--- src/rtl/f_pc_gen_pkg.sv ---
// Shared encodings for the fetch-stage PC generator: next-PC selector codes,
// redirect classes (ordered by priority) and default address constants.
package f_pc_gen_pkg;

  localparam logic [2:0] NPC_BRANCH    = 3'd0;
  localparam logic [2:0] NPC_J         = 3'd1;
  localparam logic [2:0] NPC_JR        = 3'd2;
  localparam logic [2:0] NPC_NO_BRANCH = 3'd3;

  // Numeric order is the priority order; comparisons rely on it.
  typedef enum logic [1:0] {
    RC_NONE = 2'd0,
    RC_BR   = 2'd1,
    RC_ERET = 2'd2,
    RC_EXC  = 2'd3
  } redir_cls_e;

  typedef enum logic {
    PEND_EMPTY = 1'b0,
    PEND_HELD  = 1'b1
  } pend_state_e;

  localparam logic [31:0] DEF_RESET_PC   = 32'h0000_3000;
  localparam logic [31:0] DEF_EXC_PC     = 32'h0000_4180;
  localparam logic [31:0] DEF_IMEM_BYTES = 32'h0000_4000;

endpackage

--- src/rtl/f_pc_gen_if.sv ---
// Bundle of D-stage redirect inputs, fetch handshake and F-stage outputs.
// Handshake: the fetch address advances in a cycle only when imem_ready=1 and F_stall=0.
interface f_pc_gen_if #(
  parameter int ADDR_W = 32
);
  logic              F_stall;
  logic              imem_ready;
  logic [ADDR_W-1:0] D_PC;
  logic [25:0]       D_imm26;
  logic [ADDR_W-1:0] reg_rs;
  logic [2:0]        NextPCType;
  logic              D_cmp_sig;
  logic              exc_req;
  logic              eret_req;
  logic [ADDR_W-1:0] EPC;
  logic [ADDR_W-1:0] F_PC;
  logic              F_adel;
  logic              F_flush;
  logic              pend_valid;

  modport master (
    output F_stall, imem_ready, D_PC, D_imm26, reg_rs, NextPCType,
           D_cmp_sig, exc_req, eret_req, EPC,
    input  F_PC, F_adel, F_flush, pend_valid
  );

  modport slave (
    input  F_stall, imem_ready, D_PC, D_imm26, reg_rs, NextPCType,
           D_cmp_sig, exc_req, eret_req, EPC,
    output F_PC, F_adel, F_flush, pend_valid
  );
endinterface

--- src/rtl/pc_target_calc.sv ---
// Combinational D-stage redirect target: branch / j / jr selection plus taken decode.
module pc_target_calc
  import f_pc_gen_pkg::*;
#(
  parameter int ADDR_W = 32
) (
  input  logic [ADDR_W-1:0] d_pc,
  input  logic [25:0]       d_imm26,
  input  logic [ADDR_W-1:0] reg_rs,
  input  logic [2:0]        next_pc_type,
  input  logic              d_cmp_sig,
  output logic              taken,
  output logic [ADDR_W-1:0] target
);
  logic signed [17:0] br_off18;
  logic [ADDR_W-1:0]  br_off;
  logic [ADDR_W-1:0]  br_tgt;
  logic [ADDR_W-1:0]  j_tgt;
  logic [27:0]        j_low;

  assign br_off18 = {d_imm26[15:0], 2'b00};
  assign br_off   = ADDR_W'(br_off18);
  assign br_tgt   = d_pc + ADDR_W'(4) + br_off;
  assign j_low    = {d_imm26, 2'b00};

  // Narrow PCs have no region bits above the 28-bit jump field.
  if (ADDR_W > 28) begin : g_j_wide
    assign j_tgt = {d_pc[ADDR_W-1:28], j_low};
  end else begin : g_j_narrow
    assign j_tgt = j_low[ADDR_W-1:0];
  end

  always_comb begin
    taken  = 1'b0;
    target = '0;
    case (next_pc_type)
      NPC_BRANCH: begin
        taken  = d_cmp_sig;
        target = br_tgt;
      end
      NPC_J: begin
        taken  = 1'b1;
        target = j_tgt;
      end
      NPC_JR: begin
        taken  = 1'b1;
        target = reg_rs;
      end
      default: begin
        taken  = 1'b0;
        target = '0;
      end
    endcase
  end
endmodule

--- src/rtl/f_pc_gen.sv ---
// Fetch PC register with prioritised redirects and a one-entry pending-redirect
// buffer that holds a redirect until the fetch handshake lets the PC advance.
module f_pc_gen
  import f_pc_gen_pkg::*;
#(
  parameter int                ADDR_W     = 32,
  parameter logic [ADDR_W-1:0] RESET_PC   = ADDR_W'(DEF_RESET_PC),
  parameter logic [ADDR_W-1:0] EXC_PC     = ADDR_W'(DEF_EXC_PC),
  parameter logic [ADDR_W-1:0] IMEM_BYTES = ADDR_W'(DEF_IMEM_BYTES)
) (
  input logic       clk,
  input logic       reset,
  f_pc_gen_if.slave bus
);
  localparam logic [ADDR_W:0] WIN_END = {1'b0, RESET_PC} + {1'b0, IMEM_BYTES};

  logic              calc_taken;
  logic [ADDR_W-1:0] calc_tgt;
  logic              advance;
  logic              req_wins;
  redir_cls_e        req_cls, load_cls;
  logic [ADDR_W-1:0] req_tgt;

  pend_state_e       pend_state_q, pend_state_d;
  redir_cls_e        pend_cls_q, pend_cls_d;
  logic [ADDR_W-1:0] pend_tgt_q, pend_tgt_d;
  logic [ADDR_W-1:0] f_pc_q, f_pc_d;
  logic              f_flush_q, f_flush_d;
  logic              f_adel_q, f_adel_d;

  pc_target_calc #(.ADDR_W(ADDR_W)) u_calc (
    .d_pc        (bus.D_PC),
    .d_imm26     (bus.D_imm26),
    .reg_rs      (bus.reg_rs),
    .next_pc_type(bus.NextPCType),
    .d_cmp_sig   (bus.D_cmp_sig),
    .taken       (calc_taken),
    .target      (calc_tgt)
  );

  always_comb begin
    advance = ~bus.F_stall & bus.imem_ready;
    req_cls = RC_NONE;
    req_tgt = '0;
    if (bus.exc_req) begin
      req_cls = RC_EXC;
      req_tgt = EXC_PC;
    end else if (bus.eret_req) begin
      req_cls = RC_ERET;
      req_tgt = bus.EPC;
    end else if (calc_taken) begin
      req_cls = RC_BR;
      req_tgt = calc_tgt;
    end
    // Equal rank replaces the held entry, so the newest request of a class wins.
    req_wins = (req_cls != RC_NONE) &&
               ((pend_state_q == PEND_EMPTY) || (req_cls >= pend_cls_q));

    f_pc_d       = f_pc_q;
    f_flush_d    = 1'b0;
    load_cls     = RC_NONE;
    pend_state_d = pend_state_q;
    pend_cls_d   = pend_cls_q;
    pend_tgt_d   = pend_tgt_q;
    if (advance) begin
      pend_state_d = PEND_EMPTY;
      pend_cls_d   = RC_NONE;
      if (req_wins) begin
        f_pc_d   = req_tgt;
        load_cls = req_cls;
      end else if (pend_state_q == PEND_HELD) begin
        f_pc_d   = pend_tgt_q;
        load_cls = pend_cls_q;
      end else begin
        f_pc_d = f_pc_q + ADDR_W'(4);
      end
      f_flush_d = (load_cls == RC_EXC) || (load_cls == RC_ERET);
    end else if (req_wins) begin
      pend_state_d = PEND_HELD;
      pend_cls_d   = req_cls;
      pend_tgt_d   = req_tgt;
    end

    f_adel_d = (f_pc_d[1:0] != 2'b00) || (f_pc_d < RESET_PC) ||
               ({1'b0, f_pc_d} >= WIN_END);
  end

  always_ff @(posedge clk) begin
    if (reset) begin
      f_pc_q       <= RESET_PC;
      f_flush_q    <= 1'b0;
      f_adel_q     <= 1'b0;
      pend_state_q <= PEND_EMPTY;
      pend_cls_q   <= RC_NONE;
      pend_tgt_q   <= '0;
    end else begin
      f_pc_q       <= f_pc_d;
      f_flush_q    <= f_flush_d;
      f_adel_q     <= f_adel_d;
      pend_state_q <= pend_state_d;
      pend_cls_q   <= pend_cls_d;
      pend_tgt_q   <= pend_tgt_d;
    end
  end

  assign bus.F_PC       = f_pc_q;
  assign bus.F_flush    = f_flush_q;
  assign bus.F_adel     = f_adel_q;
  assign bus.pend_valid = (pend_state_q == PEND_HELD);
endmodule
--- src/flat_wrapper.sv ---
// flat-port wrapper written by rule: the top's interface ports become plain ports
module f_pc_gen_flat import f_pc_gen_pkg::*;
#(
  parameter int                ADDR_W     = 32,
  parameter logic [ADDR_W-1:0] RESET_PC   = ADDR_W'(DEF_RESET_PC),
  parameter logic [ADDR_W-1:0] EXC_PC     = ADDR_W'(DEF_EXC_PC),
  parameter logic [ADDR_W-1:0] IMEM_BYTES = ADDR_W'(DEF_IMEM_BYTES)
)
  (clk, reset, bus_F_stall, bus_imem_ready, bus_D_PC, bus_D_imm26, bus_reg_rs, bus_NextPCType, bus_D_cmp_sig, bus_exc_req, bus_eret_req, bus_EPC, bus_F_PC, bus_F_adel, bus_F_flush, bus_pend_valid);
  f_pc_gen_if #(.ADDR_W(ADDR_W)) bus_i ();
  input logic clk;
  input logic reset;
  input wire logic [$bits(bus_i.F_stall)-1:0] bus_F_stall;
  input wire logic [$bits(bus_i.imem_ready)-1:0] bus_imem_ready;
  input wire logic [$bits(bus_i.D_PC)-1:0] bus_D_PC;
  input wire logic [$bits(bus_i.D_imm26)-1:0] bus_D_imm26;
  input wire logic [$bits(bus_i.reg_rs)-1:0] bus_reg_rs;
  input wire logic [$bits(bus_i.NextPCType)-1:0] bus_NextPCType;
  input wire logic [$bits(bus_i.D_cmp_sig)-1:0] bus_D_cmp_sig;
  input wire logic [$bits(bus_i.exc_req)-1:0] bus_exc_req;
  input wire logic [$bits(bus_i.eret_req)-1:0] bus_eret_req;
  input wire logic [$bits(bus_i.EPC)-1:0] bus_EPC;
  output wire logic [$bits(bus_i.F_PC)-1:0] bus_F_PC;
  output wire logic [$bits(bus_i.F_adel)-1:0] bus_F_adel;
  output wire logic [$bits(bus_i.F_flush)-1:0] bus_F_flush;
  output wire logic [$bits(bus_i.pend_valid)-1:0] bus_pend_valid;
  assign bus_i.F_stall = bus_F_stall;
  assign bus_i.imem_ready = bus_imem_ready;
  assign bus_i.D_PC = bus_D_PC;
  assign bus_i.D_imm26 = bus_D_imm26;
  assign bus_i.reg_rs = bus_reg_rs;
  assign bus_i.NextPCType = bus_NextPCType;
  assign bus_i.D_cmp_sig = bus_D_cmp_sig;
  assign bus_i.exc_req = bus_exc_req;
  assign bus_i.eret_req = bus_eret_req;
  assign bus_i.EPC = bus_EPC;
  assign bus_F_PC = bus_i.F_PC;
  assign bus_F_adel = bus_i.F_adel;
  assign bus_F_flush = bus_i.F_flush;
  assign bus_pend_valid = bus_i.pend_valid;
  f_pc_gen #(.ADDR_W(ADDR_W), .RESET_PC(RESET_PC), .EXC_PC(EXC_PC), .IMEM_BYTES(IMEM_BYTES)) u_core (.clk(clk), .reset(reset), .bus(bus_i));
endmodule
--- config.mk ---
export PLATFORM = sky130hd
export DESIGN_NAME = f_pc_gen_flat
export DESIGN_NICKNAME = d
export VERILOG_FILES = /design/src/rtl/f_pc_gen_pkg.sv /design/src/rtl/f_pc_gen_if.sv /design/src/rtl/pc_target_calc.sv /design/src/rtl/f_pc_gen.sv /design/src/flat_wrapper.sv
export SDC_FILE = /design/constraint.sdc
export NUM_CORES = 1
export LEC_CHECK = 0
export CAP_MARGIN = 10
export CORE_UTILIZATION = 46
export CTS_CLUSTER_DIAMETER = 40
export DETAILED_ROUTE_END_ITERATION = 8
export PLACE_DENSITY = 0.9
export SLEW_MARGIN = 15
export SYNTH_ARGS = -nofsm -noshare
export SYNTH_HDL_FRONTEND = slang
export SYNTH_SLANG_ARGS = --single-unit
--- constraint.sdc ---
create_clock -name clk -period 4.05 [get_ports clk]
set_input_delay 0.6075 -clock clk [delete_from_list [all_inputs] [get_ports clk]]
set_output_delay 0.6075 -clock clk [all_outputs]
set_load 0.05 [all_outputs]
==> summary.txt, run 1 <==
Power
  • Power density over the cells: 289.5 nW/µm²
  • P_leak: 4.042 nW
  • Peak VDD IR: 0.1823 mV
  • Total power: 0.002861 W

Clocking
  • Clock-pin transition on the worst setup and hold timing paths: 0.06 ns
  • Hold Buf Count CTS: 0
  • Clk_lat worst skew: 0.35 ns
  • Clock root buffer: clkbuf_16
  • CTS tree: done
  • Htree depth: 3
  • Clk sinks: 69
  • Worst-case clock buffer depth: 2
  • CTS Buf Count: 9

Floorplanning
  • Initial core utilization: 47.94%
  • Row cnt: 43
  • Die width: 123.2 µm
  • Die height: 123.2 µm
  • I/O pin cnt: 167
  • Core area: 14100 µm²
  • Die area: 15180 µm²

Critical path
  • Worst Setup Start Kind: primary input
  • Most used cell, CP: nor2_1
  • CP peak stage delay: 0.45 ns
  • Req. time, crit path: 4.24 ns
  • CP endpoint kind: flop
  • Crit Path Max Fanout: 6
  • CP Class: in2reg
  • Max stage delay cell, worst path: clkdlybuf4s50_1
  • Critical path, cell by cell: clkdlybuf4s50_1 > or3_4 > nand2_1 > nor2_1 > nor2_1 > ha_1 > nand2b_1 > a211o_4 > buf_4 > nand3_4 > o21ai_0 > a221oi_1 > o21a_1 > and4b_1 > nand4_1 > nor4_4 > a41oi_2
  • Arrival time at the worst endpoint: 4.14 ns

Timing
  • Setup-failing EPs final: 0
  • Max frequency: 252.8 MHz
  • Slew Viols, Final: 0
  • Fin crit share: 97.67%
  • Fin Setup TNS: 0 ns
  • WHS: 0.4634 ns
  • Worst Clk Skew: 0.006466 ns
  • Final Hold Vio Count: 0
  • Final worst path period need: 3.956 ns
  • Max-slew headroom: 33.61%
  • Slew @ Worst Pin: 0.9922 ns
  • Fin worst setup slack: 0.09449 ns

Global route
  • Initial antenna violation count: 1
  • Grt total ovfl: 0
  • First-pass GRT wire length: 39520 µm
  • GRT Util Overall: 33.60%
  • Vias in the first global route: 7854
  • Largest net degree at the start of global routing: 43

Logic synthesis
  • Synth top cells by count: 128 x nor2_1, 106 x nand2_1, 88 x a21oi_1
  • Post-synthesis instance total: 953
  • Top cell type's share of synthesized area: 20.44%
  • Synth async-reset ratio: 0%
  • Register area share after synthesis: 20.44%
  • Synth Flop Type: dfxtp_1
  • Count leader, synth: nor2_1
  • Ys Warns: 0
  • Synth Register Bits: 69
  • Syn nets: 1146
  • Synth area leader: dfxtp_1
  • Post-synth EDFFs: 0
  • Synth Cell Area: 6758 µm²
  • Distinct cells, synth: 65
  • Syn Area/Cell: 7.091 µm²
  • Synth area leaders: dfxtp_1 20%, ha_1 11%, nor2_1 7.1%

Placed design
  • GPL Wtd Cong: 0.9559
  • Place WS: -0.3034 ns
  • Dpl hpwl: 20180 µm
  • PortBufs: 166

Layout
  • Nets: 1403
  • Register area: 1381 µm²
  • Area of the multi-input gates: 5146 µm²
  • Antenna Cells: 0
  • # fillers: 1108
  • Area Overhead vs Synth: 46.21%
  • Share of layout cells above drive strength 1: 14.81%

Hold path
  • HP Class: reg2reg

Job
  • Max Cap Violations: 0

Detailed routing
  • Drt drc: 0
  • Initial DRC count: 1202
  • DRT Pass-1 Iters: 5
  • DR vias: 8588
  • Via density: 6.156
  • Total wire length: 25860 µm
  • Antenna Violating Nets Remaining: 0
  • Avg WL per Cell: 18.54 µm

Status
  • Outcome: completed
-- path summary, 6_finish.rpt --
kind              slack (ns)            startpoint                    to  depth (start not counted)
hold / removal          0.46  u_core.pend_tgt_q[2]  u_core.pend_tgt_q[2]                          2
setup / recovery        0.09     bus_NextPCType[1]     u_core.bus.F_adel                         17
setup reg to reg        0.76    u_core.bus.F_PC[4]     u_core.bus.F_adel                         11
hold reg to reg         0.46  u_core.pend_tgt_q[2]  u_core.pend_tgt_q[2]                          2
-- worst max-delay path: cells and delay by family --
| kind | cells | cell delay [ns] |
|---|---|---|
| AOI/OAI and AO/OA | 5 | 1.17 |
| adders and majority gates | 1 | 0.23 |
| and+or+nand+nor | 9 | 1.48 |
| buffers and inverters | 2 | 0.62 |
-- area by class of cell --
cell class | instances | area share (%)
multi-input cells | 805 | 52.08
repair buffers | 305 | 27.38
flip-flops and latches | 69 | 13.98
clock buffers | 9 | 2.279
well taps | 180 | 2.279
clock inverters | 7 | 1.241
inverters | 20 | 0.7598
-- metal layers --
layer / vias to the layer above / track usage [%] / routed length [µm]
met4: 2 / 10.84 / 735
met1: 3882 / 45.41 / 10380
met3: 65 / 5.074 / 2769
met5: - / 0 / 13
li1: 4049 / - / -
met2: 590 / 54.57 / 11960
-- flip-flops by register name (all words and copies together), names as in the netlist --
register / cells
u_core.bus.F_PC: 32
u_core.bus.F_adel: 1
u_core.bus.F_flush: 1
u_core.bus.pend_valid: 1
u_core.pend_cls_q: 2
u_core.pend_tgt_q: 32
-- layout by cell type (no fill, tap or decap), types with 3 or more instances in the layout --
cell             instances
a2111oi_0                4
a211oi_1                18
a21o_1                   9
a21oi_1                 87
a221oi_1                 4
a221oi_2                 4
a22o_1                   9
a22oi_1                 43
a311oi_1                 4
a32oi_1                  4
and2_1                   7
and3_1                   9
buf_4                  139
bufinv_16                3
clkbuf_16                9
clkdlybuf4s50_1        163
dfxtp_1                 69
ha_1                    60
inv_1                   19
mux2i_1                 14
nand2_1                105
nand2b_1                 8
nand3_1                 30
nand4_1                 17
nand4b_1                 3
nor2_1                 128
nor2b_1                  8
nor3_1                  36
nor4_1                   6
o211ai_1                12
o21a_1                  12
o21ai_0                 56
o21ai_1                  3
o31a_1                   5
o31ai_1                  3
or3_1                    6
or4_1                    4
xnor2_1                 19
xor2_1                  21
-- kinds of logic after synthesis --
family                   after synthesis  synth area share [%]
AO/OA/AOI/OAI                        305                 29.59
buffers and inverters                 79                 4.795
adder cells (fa/ha/maj)               61                 11.41
flip-flops                            69                 20.44
XOR/XNOR                              40                 5.184
multiplexers                          16                 2.407
AND/OR/NAND/NOR                      383                 26.18
-- report_power, final --
part	switching, W	internal, W
Sequential	0.0000393	0.000718
Combinational	0.000633	0.000541
Clock	0.000325	0.000604
Total	0.000998	0.00186
-- stage by stage --
stage / utilization [%] / std cells / instance area, µm²
after floorplan: - / 953 / 6758
after global placement: 66.96 / 1379 / 9439
after detailed placement: 66.96 / 1379 / 9439
after CTS: 69.43 / 1395 / 9787
after global routing: 70.10 / 1395 / 9881
final: 70.10 / 1395 / 9881
-- timing repair --
item,CTS,global route
endpoints found under the setup margin,0,1
endpoints found under the hold margin,0,0
resized for setup,0,18
setup buffers,0,0
Power figures use the tool's default switching activity.
==> run 2: changes to the inputs <==
--- a/config.mk
+++ b/config.mk
@@ -9,7 +9,7 @@
 export CORE_UTILIZATION = 46
 export CTS_CLUSTER_DIAMETER = 40
 export DETAILED_ROUTE_END_ITERATION = 8
-export PLACE_DENSITY = 0.9
+export PLACE_DENSITY_LB_ADDON = 0.3
 export SLEW_MARGIN = 15
 export SYNTH_ARGS = -nofsm -noshare
 export SYNTH_HDL_FRONTEND = slang
==> run 2 against run 1 <==
Net effect:
- combinational power is essentially flat
- global-route usage shrank 1.2 points
- sequential share of layout area grew 0.19 points
- clock-buffer cell count grew 1
- register-to-register slack gained 0.09 ns
- core utilization shrank 0.92 points
- final area shrank 1.3%
- power shrank 3.9%
- die area is the same
==> summary.txt, run 2 (synthesized netlist as in run 1, its figures left out) <==
Clocking
  • Clock-pin transition on the worst setup and hold timing paths: 0.06 ns (about the same)
  • Hold Buf Count CTS: 0 (unchanged)
  • Worst-case clock buffer depth: 2 (unchanged)
  • Clk_lat worst skew: 0.34 ns (about the same)
  • CTS Buf Count: 9 (unchanged)
  • CTS tree: done
  • Htree depth: 3 (unchanged)
  • Clk sinks: 69 (unchanged)
  • Clock root buffer: clkbuf_16

Critical path
  • Worst Reg2Reg Path Length in Cells: 11 (unchanged)
  • CP peak stage delay: 0.48 ns (+0.03 ns)
  • Reg2Reg Setup Slack: 0.85 ns (+0.09 ns)
  • CP Class: in2reg
  • Most used cell, CP: nor2_1
  • Crit Path Max Fanout: 6 (unchanged)
  • Arrival time at the worst endpoint: 4.03 ns (-0.11 ns)
  • CP endpoint kind: flop
  • Crit path max-delay family: simple AND/OR/NAND/NOR gates
  • R2r startpoint: u_core.bus.F_PC[2]
  • Worst Setup EP: u_core.bus.F_adel
  • Critical path origin: bus_NextPCType[0]
  • Worst R2R End: u_core.bus.F_adel
  • Req. time, crit path: 4.22 ns (-0.02 ns)
  • Levels on crit path: 16 (-1)
  • WP buf/inv: 1 (-1)
  • Max stage delay cell, worst path: clkdlybuf4s50_1
  • Critical path, cell by cell: clkdlybuf4s50_1 > or3_4 > nand2_1 > nor2_1 > nor2_1 > ha_1 > nand2b_1 > a211o_1 > and2_4 > or4_1 > o211ai_1 > and2_1 > and4b_1 > nand4_1 > nor4_2 > a41oi_1
  • Worst Setup Start Kind: primary input

Floorplanning
  • Die height: 123.2 µm (unchanged)
  • Die width: 123.2 µm (unchanged)
  • Die area: 15180 µm² (unchanged)
  • Core area: 14100 µm² (unchanged)
  • Initial core utilization: 47.94% (unchanged)
  • I/O pin cnt: 167 (unchanged)
  • Row cnt: 43 (unchanged)

Placed design
  • PortBufs: 166 (unchanged)
  • Dpl hpwl: 19580 µm (-3.0%)
  • GPL Wtd Cong: 0.9899 (+3.6%)
  • Place WS: -0.2168 ns (+0.08662 ns)

Timing
  • Max frequency: 259.3 MHz (+2.6%)
  • Slew Viols, Final: 0 (unchanged)
  • Fin crit share: 95.22% (-2.4 points)
  • Slew @ Worst Pin: 1.010 ns (+0.01759 ns)
  • Max-slew headroom: 32.43% (-1.2 points)
  • Final Hold Vio Count: 0 (unchanged)
  • RSZ-0062 raised after global routing: false
  • WHS: 0.4575 ns (-0.005969 ns)
  • Setup-failing EPs final: 0 (unchanged)
  • Worst Clk Skew: 0.009452 ns (+0.002987 ns)
  • Fin worst setup slack: 0.1937 ns (+0.09917 ns)
  • Final worst path period need: 3.856 ns (-0.09917 ns)

Power
  • Total power: 0.002749 W (-3.9%)
  • Peak VDD IR: 0.1876 mV (+2.9%)
  • P_leak: 3.988 nW (-1.4%)
  • Power density over the cells: 281.9 nW/µm² (-2.6%)

Detailed routing
  • Via density: 6.015 (-2.3%)
  • Avg WL per Cell: 17.73 µm (-4.3%)
  • Antenna Violating Nets Remaining: 0 (unchanged)
  • DR vias: 8343 (-2.9%)
  • Drt drc: 0 (unchanged)
  • Total wire length: 24600 µm (-4.9%)
  • DRT Pass-1 Iters: 5 (unchanged)
  • Initial DRC count: 786 (-35%)

Layout
  • Nets: 1396 (-0.50%)
  • # fillers: 1237 (+12%)
  • Share of layout cells above drive strength 1: 14.08% (-0.73 points)
  • Commonest non-fill, non-tap cell in the layout: clkdlybuf4s50_1
  • Antenna Cells: 0 (unchanged)
  • Most frequent cells in the layout: 164 x clkdlybuf4s50_1, 132 x buf_4, 128 x nor2_1
  • Area Overhead vs Synth: 44.29%

Global route
  • First-pass GRT wire length: 38220 µm (-3.3%)
  • Initial antenna violation count: 0 (-1)
  • Vias in the first global route: 7514 (-4.3%)
  • Largest net degree at the start of global routing: 38 (-12%)
  • Grt total ovfl: 0 (unchanged)
  • GRT Util Overall: 32.39% (-1.2 points)

Hold path
  • HP Class: reg2reg

Job
  • Max Cap Violations: 0 (unchanged)

Status
  • Outcome: completed
[run 2: changes by cell type in the layout (fill, tap and decap cells not counted), sizes merged]
cell / delta
clkinvlp: -2
bufinv: -1
dlymetal6s2s: -1
inv: -1
clkdlybuf4s50: +1
clkbuf: +1
clkinv: +2
buf: -7
[run 2: metrics by stage]
| step | instance area, µm² | std cells | setup TNS, ns | util, % |
|---|---|---|---|---|
| CTS | 9693 | 1386 | 0 | 68.76 |
| floorplan | 6758 | 953 | 0 | - |
| global route | 9751 | 1387 | 0 | 69.17 |
| detailed placement | 9379 | 1371 | -0.3932 | 66.54 |
| global placement | 9379 | 1371 | -0.3258 | 66.54 |
| finish | 9751 | 1387 | 0 | 69.17 |
[run 2: layout make-up]
type / count / area [µm²] / share of cell area [%]
repair buffers: 298 / 2650 / 27.18
flip-flops and latches: 69 / 1381 / 14.17
clock inverters: 5 / 75.07 / 0.7699
multi-input cells: 805 / 5105 / 52.35
well taps: 180 / 225.2 / 2.310
inverters: 20 / 75.07 / 0.7699
clock buffers: 10 / 239.0 / 2.451
[run 2: power breakdown]
part	internal [W]	switching, W
registers	0.000718	0.0000381
clock network	0.000549	0.000295
logic	0.000534	0.000615
total	0.00180	0.000948
[run 2: worst register-to-register path, cell delays in order (launching register included)]
cell      delay, ns
dfxtp_1        0.52
ha_1           0.34
nand4_1        0.26
nor4_1         0.48
nand4_1        0.17
mux2_2         0.30
a21oi_1        0.17
o21ai_0        0.10
a21oi_1        0.24
nand4b_1       0.15
nor4_2         0.16
a41oi_1        0.13
[run 2: what timing repair did]
action,4_1_cts,5_1_grt
gates resized for setup,0,11
setup buffers,0,1
endpoints found under the setup margin,0,2
[run 2: per-layer routing]
layer	share of wire (%)	wire length, µm	global-route usage [%]	up-vias
met5	0	0	0	-
met3	9.2	2272	5.766	41
li1	-	-	-	4026
met2	44	10950	49.76	417
met1	44	10860	45.49	3859
met4	2.1	521	10.54	0
[run 2: worst min path at each step]
stage	cells after the start	startpoint	to
after detailed placement	2	u_core.pend_tgt_q[5]	u_core.pend_tgt_q[5]
after CTS	2	u_core.pend_tgt_q[11]	u_core.pend_tgt_q[11]
after floorplan	2	u_core.pend_tgt_q[2]	u_core.pend_tgt_q[2]
after global routing	2	u_core.pend_tgt_q[2]	u_core.pend_tgt_q[2]
after global placement	2	u_core.pend_tgt_q[2]	u_core.pend_tgt_q[2]
final	2	u_core.pend_tgt_q[11]	u_core.pend_tgt_q[11]
==> run 3: changes to the inputs <==
--- a/config.mk
+++ b/config.mk
@@ -9,6 +9,7 @@
 export CORE_UTILIZATION = 46
 export CTS_CLUSTER_DIAMETER = 40
 export DETAILED_ROUTE_END_ITERATION = 8
+export MAX_ROUTING_LAYER = met4
 export PLACE_DENSITY_LB_ADDON = 0.3
 export SLEW_MARGIN = 15
 export SYNTH_ARGS = -nofsm -noshare
==> run 3 against run 2 <==
Net effect:
- core utilization grew 0.46 points
- maximum frequency shrank 1.7%
- power grew 1.4%
- sequential power is essentially flat
- critical path depth is the same
- first-iteration DRC count grew 4.2%
- clock skew shrank 0.0018 ns
- setup slack lost 0.067 ns
- highest routed layer unchanged
==> summary.txt, run 3 (synthesized netlist as in run 1, its figures left out) <==
Status
  • Outcome: completed

Layout
  • Non-filler cells, final: 1394 (+0.50%)
  • Antenna Cells: 0 (unchanged)
  • Commonest non-fill, non-tap cell in the layout: clkdlybuf4s50_1
  • Nets: 1402 (+0.43%)
  • Area Overhead vs Synth: 45.25%
  • Share of layout cells above drive strength 1: 14.66% (+0.58 points)
  • Most frequent cells in the layout: 164 x clkdlybuf4s50_1, 138 x buf_4, 128 x nor2_1

Clocking
  • Worst-case clock buffer depth: 2 (unchanged)
  • Hold Buf Count CTS: 0 (unchanged)
  • Clock-pin transition on the worst setup and hold timing paths: 0.06 ns (about the same)
  • Clk sinks: 69 (unchanged)
  • CTS Buf Count: 9 (unchanged)
  • CTS tree: done
  • Clock root buffer: clkbuf_16
  • Clk_lat worst skew: 0.34 ns (about the same)
  • Htree depth: 3 (unchanged)

Detailed routing
  • Via density: 5.958 (-0.94%)
  • DR vias: 8306 (-0.44%)
  • Total wire length: 24680 µm (+0.33%)
  • Antenna Violating Nets Remaining: 0 (unchanged)
  • Drt drc: 0 (unchanged)
  • Initial DRC count: 819 (+4.2%)
  • Avg WL per Cell: 17.70 µm (-0.17%)
  • DRT Pass-1 Iters: 6 (+1)

Timing
  • Fin crit share: 96.88% (+1.7 points)
  • Slew @ Worst Pin: 1.045 ns (+0.03480 ns)
  • Worst Clk Skew: 0.007670 ns (-0.001783 ns)
  • Final Hold Vio Count: 0 (unchanged)
  • Max frequency: 254.9 MHz (-1.7%)
  • RSZ-0062 raised after global routing: false
  • WHS: 0.4577 ns (+0.0002340 ns)
  • Fin worst setup slack: 0.1264 ns (-0.06727 ns)
  • Max-slew headroom: 30.10% (-2.3 points)
  • Final worst path period need: 3.924 ns (+0.06727 ns)
  • Slew Viols, Final: 0 (unchanged)
  • Setup-failing EPs final: 0 (unchanged)

Critical path
  • Req. time, crit path: 4.22 ns (about the same)
  • Reg2Reg Setup Slack: 0.71 ns (-0.14 ns)
  • CP endpoint kind: flop
  • CP Class: in2reg
  • Worst Reg2Reg Path Length in Cells: 10 (-1)
  • R2r startpoint: u_core.bus.F_PC[2]
  • Worst R2R End: u_core.bus.F_adel
  • Worst Setup Start Kind: primary input
  • Arrival time at the worst endpoint: 4.09 ns (+0.06 ns)
  • Crit Path Max Fanout: 6 (unchanged)

Hold path
  • Min-Delay Endpoint: u_core.pend_tgt_q[9]
  • HP Start: u_core.pend_tgt_q[9]
  • WHS Path Cells: 2 (unchanged)
  • HP Class: reg2reg

Power
  • P_leak: 4.016 nW (+0.70%)
  • Power density over the cells: 283.9 nW/µm² (+0.71%)
  • Peak VDD IR: 0.1733 mV (-7.6%)
  • Total power: 0.002787 W (+1.4%)

Job
  • Max Cap Violations: 0 (unchanged)

Placed design
  • PortBufs: 166 (unchanged)
  • Placed cell count: 1376 (+0.36%)
  • Dpl hpwl: 19590 µm (about the same)
  • GPL Wtd Cong: 0.9485 (-4.2%)
  • Place WS: -0.3035 ns (-0.08665 ns)

Floorplanning
  • Core area: 14100 µm² (unchanged)
  • Die area: 15180 µm² (unchanged)
  • Row cnt: 43 (unchanged)
  • Die width: 123.2 µm (unchanged)
  • I/O pin cnt: 167 (unchanged)
  • Initial core utilization: 47.94% (unchanged)
  • Die height: 123.2 µm (unchanged)

Global route
  • GRT Util Overall: 33.54% (+1.1 points)
  • First-pass GRT wire length: 38010 µm (-0.56%)
  • Largest net degree at the start of global routing: 37 (-2.6%)
  • Grt total ovfl: 0 (unchanged)
  • Initial antenna violation count: 0 (unchanged)
  • Vias in the first global route: 7326 (-2.5%)
run 3: critical path, stage by stage:
cell             delay [ns]
clkdlybuf4s50_1        0.45
or3_4                  0.40
nand2_1                0.08
nor2_1                 0.05
nor2_1                 0.11
ha_1                   0.23
nand2b_1               0.14
a211o_1                0.38
and2_4                 0.18
or4_1                  0.39
o211ai_1               0.12
and2_1                 0.19
and4b_1                0.20
nand4_1                0.12
nor4_2                 0.27
a41oi_1                0.17
run 3: metrics by stage:
stage | instance area (µm²) | TNS (ns) | utilization, %
global route | 9816 | 0 | 69.63
CTS | 9748 | 0 | 69.16
finish | 9816 | 0 | 69.63
floorplan | 6758 | 0 | -
global placement | 9417 | -0.3375 | 66.80
detailed placement | 9417 | -0.6365 | 66.80
run 3: area by class of cell:
type | instances | area (µm²)
clock buffer | 12 | 256.5
multi-input combinational | 805 | 5116
tap | 180 | 225.2
fill | 1220 | 4280
sequential | 69 | 1381
inverter | 20 | 75.07
timing repair buffer | 304 | 2691
clock inverter | 4 | 70.07
run 3: worst max-delay path by stage:
stage | startpoint | end | slack [ns] | cells after the start
6_report | bus_NextPCType[1] | u_core.bus.F_adel | 0.13 | 16
3_5_place_dp | bus_NextPCType[1] | u_core.bus.F_adel | -0.30 | 17
2_1_floorplan | bus_eret_req | u_core.bus.F_adel | 0.08 | 18
3_3_place_gp | bus_D_imm26[5] | u_core.bus.F_adel | -0.26 | 16
4_1_cts | bus_D_imm26[1] | u_core.bus.F_adel | 0.04 | 16
5_1_grt | bus_NextPCType[1] | u_core.bus.F_adel | 0.003 | 16
run 3: timing repair:
item | 4_1_cts | 5_1_grt
gates resized for setup | 2 | 12
setup buffers | 0 | 2
pin swaps | 0 | 7
setup endpoints to repair | 1 | 2
run 3: power by group:
| part | internal, W | total, W | switching [W] |
|---|---|---|---|
| logic | 0.000542 | 0.00116 | 0.000617 |
| registers | 0.000718 | 0.000756 | 0.0000383 |
| clock network | 0.000571 | 0.000871 | 0.000300 |
| total | 0.00183 | 0.00279 | 0.000956 |
run 3: metal layers:
metal	track usage [%]	share of wire [%]
met1	45.57	43
met2	51.40	45
met3	5.858	9.7
met4	8.208	2.0
met5	-	0
